===== src/rtl/mem_port_arbiter.sv =====
// mem_port_arbiter: shares one main-memory block port between the icache and
// dcache controllers. A granted request has its block address (and, for a
// write-back, its data) latched, and the memory request is held until memory
// completes it. The completion is then routed back to the owning controller.
// Optional feature macro: MEM_ARB_ROUND_ROBIN_EN. When it is defined, contested
// icache/dcache arbitration alternates between the two sides. When it is
// undefined, the dcache always has priority over the icache.
module mem_port_arbiter #(
  parameter int BLOCK_ADDR_W = 28,
  parameter int BLOCK_BITS   = 256
) (
  input  logic                    clock,
  input  logic                    reset,
  input  logic                    i_ren,
  input  logic [BLOCK_ADDR_W-1:0] i_block_addr,
  output logic                    i_read_ready,
  output logic [BLOCK_BITS-1:0]   i_dout,
  input  logic                    d_ren,
  input  logic                    d_wen,
  input  logic [BLOCK_ADDR_W-1:0] d_block_addr,
  input  logic [BLOCK_BITS-1:0]   d_din,
  output logic                    d_read_ready,
  output logic                    d_write_done,
  output logic [BLOCK_BITS-1:0]   d_dout,
  output logic                    mem_ren,
  output logic                    mem_wen,
  output logic [BLOCK_ADDR_W-1:0] mem_block_addr,
  output logic [BLOCK_BITS-1:0]   mem_din,
  input  logic                    mem_read_ready,
  input  logic                    mem_write_done,
  input  logic [BLOCK_BITS-1:0]   mem_dout
);

  typedef enum logic [1:0] {
    IDLE    = 2'd0,
    I_READ  = 2'd1,
    D_READ  = 2'd2,
    D_WRITE = 2'd3
  } arbState_t;

  arbState_t               state;
  arbState_t               nextGrant;
  arbState_t               dKind;
  logic                    dPending;
  logic                    stickyRefill;
  logic                    memRenQ;
  logic                    memWenQ;
  logic [BLOCK_ADDR_W-1:0] addrQ;
  logic [BLOCK_BITS-1:0]   dinQ;

`ifdef MEM_ARB_ROUND_ROBIN_EN
  // lastWinner: 0 = icache won the last contested grant, 1 = dcache did
  logic                    lastWinner;
  logic                    contested;
`endif

  // Arbitration: write-back before refill on the dcache side. A refill that
  // follows a write-back keeps the port (sticky). Otherwise the dcache wins
  // over the icache, or the sides alternate when round-robin is enabled.
  always_comb begin
    nextGrant = IDLE;
    dPending  = d_ren | d_wen;
    dKind     = d_wen ? D_WRITE : D_READ;
    if (stickyRefill && d_ren) begin
      nextGrant = D_READ;
    end
`ifdef MEM_ARB_ROUND_ROBIN_EN
    else if (dPending && i_ren) begin
      nextGrant = lastWinner ? I_READ : dKind;
    end
`endif
    else if (dPending) begin
      nextGrant = dKind;
    end else if (i_ren) begin
      nextGrant = I_READ;
    end
  end

`ifdef MEM_ARB_ROUND_ROBIN_EN
  // A contest is a simultaneous icache/dcache request that the sticky rule does not settle
  assign contested = dPending && i_ren && !(stickyRefill && d_ren);

  // Remember which side won the most recent contested arbitration
  always_ff @(posedge clock or negedge reset) begin
    if (!reset) begin
      lastWinner <= 1'b0;
    end else if (state == IDLE && contested) begin
      lastWinner <= (nextGrant != I_READ);
    end
  end
`endif

  // Main FSM: grant from IDLE, hold the registered memory request until completion
  always_ff @(posedge clock or negedge reset) begin
    if (!reset) begin
      state        <= IDLE;
      memRenQ      <= 1'b0;
      memWenQ      <= 1'b0;
      addrQ        <= '0;
      dinQ         <= '0;
      stickyRefill <= 1'b0;
    end else begin
      case (state)
        IDLE: begin
          if (nextGrant != IDLE) begin
            state        <= nextGrant;
            stickyRefill <= 1'b0;
            addrQ        <= (nextGrant == I_READ) ? i_block_addr : d_block_addr;
            if (nextGrant == D_WRITE) begin
              dinQ <= d_din;
            end
            memRenQ <= (nextGrant != D_WRITE);
            memWenQ <= (nextGrant == D_WRITE);
          end
        end
        I_READ, D_READ: begin
          if (mem_read_ready) begin
            state   <= IDLE;
            memRenQ <= 1'b0;
          end
        end
        D_WRITE: begin
          if (mem_write_done) begin
            state        <= IDLE;
            memWenQ      <= 1'b0;
            stickyRefill <= 1'b1;
          end
        end
        default: begin
          state   <= IDLE;
          memRenQ <= 1'b0;
          memWenQ <= 1'b0;
        end
      endcase
    end
  end

  assign mem_ren        = memRenQ;
  assign mem_wen        = memWenQ;
  assign mem_block_addr = addrQ;
  assign mem_din        = dinQ;

  // Completions reach only the owner, and only while it still holds its request
  assign i_read_ready = (state == I_READ)  && mem_read_ready && i_ren;
  assign d_read_ready = (state == D_READ)  && mem_read_ready && d_ren;
  assign d_write_done = (state == D_WRITE) && mem_write_done && d_wen;

  assign i_dout = (state == I_READ) ? mem_dout : '0;
  assign d_dout = (state == D_READ) ? mem_dout : '0;

endmodule


===== config.mk =====
export PLATFORM = sky130hd
export DESIGN_NAME = mem_port_arbiter
export DESIGN_NICKNAME = d
export VERILOG_FILES = /design/src/rtl/mem_port_arbiter.sv
export SDC_FILE = /design/constraint.sdc
export NUM_CORES = 1
export LEC_CHECK = 0
export CORE_AREA = 2 2 533 535
export CTS_CLUSTER_DIAMETER = 30
export DETAILED_ROUTE_END_ITERATION = 8
export DIE_AREA = 0 0 535 537
export GPL_ROUTABILITY_DRIVEN = 0
export PLACE_DENSITY = 0.3
export SYNTH_ARGS = -nofsm -noshare
export SYNTH_HDL_FRONTEND = slang
export SYNTH_SLANG_ARGS = --single-unit

===== constraint.sdc =====
create_clock -name clock -period 4.2 [get_ports clock]
set_clock_uncertainty 0.15 [all_clocks]
set_input_delay 0.42 -clock clock [delete_from_list [all_inputs] [get_ports clock]]
set_output_delay 0.42 -clock clock [all_outputs]
set_load 0.1 [all_outputs]

# Word level (Yosys, flattened, before mapping)
# Index checks and enable logic that the tools add are counted.
# op_classes
n_eq_ne	9
muxes	20
bitwise_logic	1
reduce_logical	17
# ops
cell	n
$mux 256	2
$mux 28	1
$reduce_and 3->1	4
$mux 2	5
$mux 1	8
$ne 2x2->1 const B	4
$logic_and 1x1->1	7
$eq 2x2->1 const B	3
$pmux 1 s2	3
$pmux 2 s3	1
$reduce_bool 2->1	3
$eq 2x1->1 const B	2
$logic_not 2->1	1
$reduce_and 2->1	1
$reduce_or 2->1	1
$or 1x1->1	1
# word_totals
reg_bits	289
word_cells	53

# Longest topological paths before layout
# logic_depth
depth_word	6
mapped_depth	8
mapped_depth_nobuf	5

# Worst setup path before layout
# Ideal clock, no wire load.
# synth_timing
kind	reg-to-output
from	register state[1]
to	output i_dout[100]
arrival_time_ns	1.936
slack_ns	1.694
stages_incl_launch_ff	6
n_path_buf	2
cell_sequence	dfrtp_1 inv_1 ha_1 clkbuf_1 clkbuf_1 and2_1
# synth_via
elab_chain_len	2
# synth_lines
item	line_no	text
start: declaration	41	arbState_t state;
start signal: assignment	106	state <= nextGrant;
$eq 2x1->1	148	assign i_dout = (state == I_READ) ? mem_dout : '0;
$mux 256	148	
end: declaration	17	output logic [BLOCK_BITS-1:0] i_dout,
# Every way passes these cells.

# Worst setup path in the final report
# layout_timing
from	register state[1]
to	output i_dout[40]
# Same word-level chain as after synthesis.

==> impl_metrics.py <==
metrics = {
    "outcome": {
        "status": "finished, final reports clean",
    },
    "drt": {
        "dr.pass1.iters": 5,
        "via_per_inst": 2.48,
        "ant_nets": 0,
        "drt_iter0_markers": 564,
        "wl_per_cell_microns": 22.9,
        "vias": 16200,
        "drc_errors": 0,
        "wl_microns": 150000,
    },
    "global_route": {
        "busiest_layer": "met2",
        "grt_use_met3": 0.0358,
        "overflow": 0,
        "use_met2": 0.178,
        "antenna_found_initial": 105,
        "use_met1": 0.107,
        "first_global_vias": 17600,
        "grt_pass1_wl_microns": 187000,
        "grt_max_degree": 194,
        "grtUsageTotal": 0.0991,
    },
    "floorplanning": {
        "die_y_microns": 537,
        "rows": 195,
        "dieWidth_microns": 535,
        "io_pins": 1376,
        "initial_core_util": 0.0558,
        "die_area_sq_mm": 0.287,
        "core_area_sq_mm": 0.281,
    },
    "logic_synthesis": {
        "ys_seq_area_frac": 0.461,
        "syn_inst": 1280,
        "syn-num-nets": 1859,
        "ys_warn_count": 0,
        "synth_area_leaders": "dfrtp_1, mux2_4, and2_1",
        "synth_top_area_cell": "dfrtp_1",
        "ys_seq_elements": 289,
        "synth_top_area_frac": 0.461,
        "syn_area_sq_mm": 0.0157,
        "syn_avg_cell_area_sq_um": 12.3,
        "synth_cell_types": 31,
    },
    "sta": {
        "finalMaxSlewViolations": 0,
        "maxSlewHeadroom": 0.166,
        "whs_ps": 230,
        "tightest_slew_ps": 1250,
        "setup_violations": 0,
        "period_share": 0.855,
        "timing.final.ws_setup_ps": 608,
        "rsz0062_at_grt": "no",
        "fin_crit_ps": 3590,
        "hold_viol_final": 0,
        "timing.fmax_ghz": 0.278,
        "tns_ps": 0,
    },
    "cells_and_area": {
        "design_area_sq_mm": 0.0356,
        "drive_gt1_frac": 0.354,
        "area_growth_pct": 127,
        "fill_cells": 32100,
        "final_common_cell": "clkdlybuf4s50_1",
        "final_cell_mix": "clkdlybuf4s50_1, buf_4, and2_1",
        "final_net_count": 3258,
    },
    "cts": {
        "cts_max_level": 3,
        "ctsLongestPathBuffers": 3,
        "cts_tree": "built",
        "cts_hold_repair.buffers": 1,
        "cts_buffers": 89,
        "cts_root_buf": "clkbuf_16",
        "ctsResizeCount": 0,
        "path_clk_slew_ps": 40,
        "cts_sinks": 289,
        "insertion_delay_ps": 650,
        "cts_setup_buffers": 0,
    },
    "worst_hold_path": {
        "min_path_type": "primary input to flop",
    },
    "worst_setup_path": {
        "crit_required_ps": 3630,
        "cp.arrival_ps": 3020,
        "cp_max_fo": 96,
        "cp-end-kind": "output port",
        "path_class": "flop to output port",
        "crit_path_start_kind": "flop",
    },
    "place": {
        "io_buffer_count": 1375,
        "hpwl_microns": 130000,
        "placed_area_sq_mm": 0.0324,
        "post-place-ws_ps": 1200,
    },
    "job": {
        "maxCapViolCount": 0,
    },
}
sequential cells by signal (all words and copies together), names as in the netlist:
register / flops
stickyRefill: 1
mem_din: 256
mem_block_addr: 28
mem_wen: 1
state: 2
mem_ren: 1
layout make-up:
class                      instances  area, sq um  share of cell area
clock inverter                    46          689              0.0193
sequential                       289         7230               0.203
clock buffer                     118         2470              0.0692
antenna                           32         80.1             0.00225
multi-input combinational        888         7690               0.216
timing repair buffer            1408        12800               0.359
tap                             3743         4680               0.131
inverter                           3         11.3            0.000316
worst max-delay path, stage by stage (launching register included):
cell and delay [ps]:
dfrtp_1 420, inv_1 160, ha_4 610, buf_12 310, and2_1 340, buf_4 350
cell families (layout without fill, tap and decap cells):
family	Yosys count	in the layout	synth area share
adders and majority gates	4	4	0.00319
DFF	289	289	0.461
other	0	32	0
AOI/OAI and AO/OA	70	70	0.0259
buffers and inverters	103	1575	0.0512
and+or+nand+nor	557	557	0.217
muxes	257	257	0.242
final timing paths:
check	endpoint	startpoint	cells after the start	slack, ps
min	mem_din[206]$_DFFE_PN0P_	d_din[206]	2	230
min reg2reg	mem_din[99]$_DFFE_PN0P_	mem_din[99]$_DFFE_PN0P_	1	350
max reg2reg	mem_block_addr[7]$_DFFE_PN0P_	state[1]$_DFFE_PN0P_	7	1410
min in group asynchronous	mem_din[41]$_DFFE_PN0P_	reset	2	360
max	i_dout[40]	state[1]$_DFFE_PN0P_	5	610
max in group asynchronous	mem_din[253]$_DFFE_PN0P_	reset	3	2620
per-layer routing:
metal | vias to the layer above | wire length [microns]
met5 | - | 64
li1 | 7074 | -
met4 | 10 | 5010
met1 | 7750 | 55500
met3 | 262 | 13400
met2 | 1114 | 75700
cells in the mapped netlist:
cell type and instances:
nor3_1 2, mux2i_1 1, dfrtp_1 289, nand2b_1 1
and3_1 3, buf_1 1, o31ai_1 2, o22ai_1 28
buf_12 22, nor2_1 31, inv_1 3, o32ai_1 1
o31a_1 1, nand2_2 1, a31oi_1 1, buf_2 8
or3b_1 1, o21ai_0 3, and3_4 1, a21oi_1 32
and2_1 512, nand2_1 1, buf_6 6, mux2_2 16
ha_1 4, nor4b_1 1, o2bb2ai_1 2, buf_4 1
nor2b_1 3, clkbuf_1 62, mux2_4 240
metrics by stage:
stage / cells / utilization
5_1_grt: 6508 / 0.127
2_1_floorplan: 1280 / -
3_3_place_gp: 6330 / 0.115
3_5_place_dp: 6330 / 0.115
4_1_cts: 6495 / 0.126
6_report: 6527 / 0.127
Power is not shown: default switching activity piles up to over one toggle a cycle in this logic, so the estimate is an artifact.
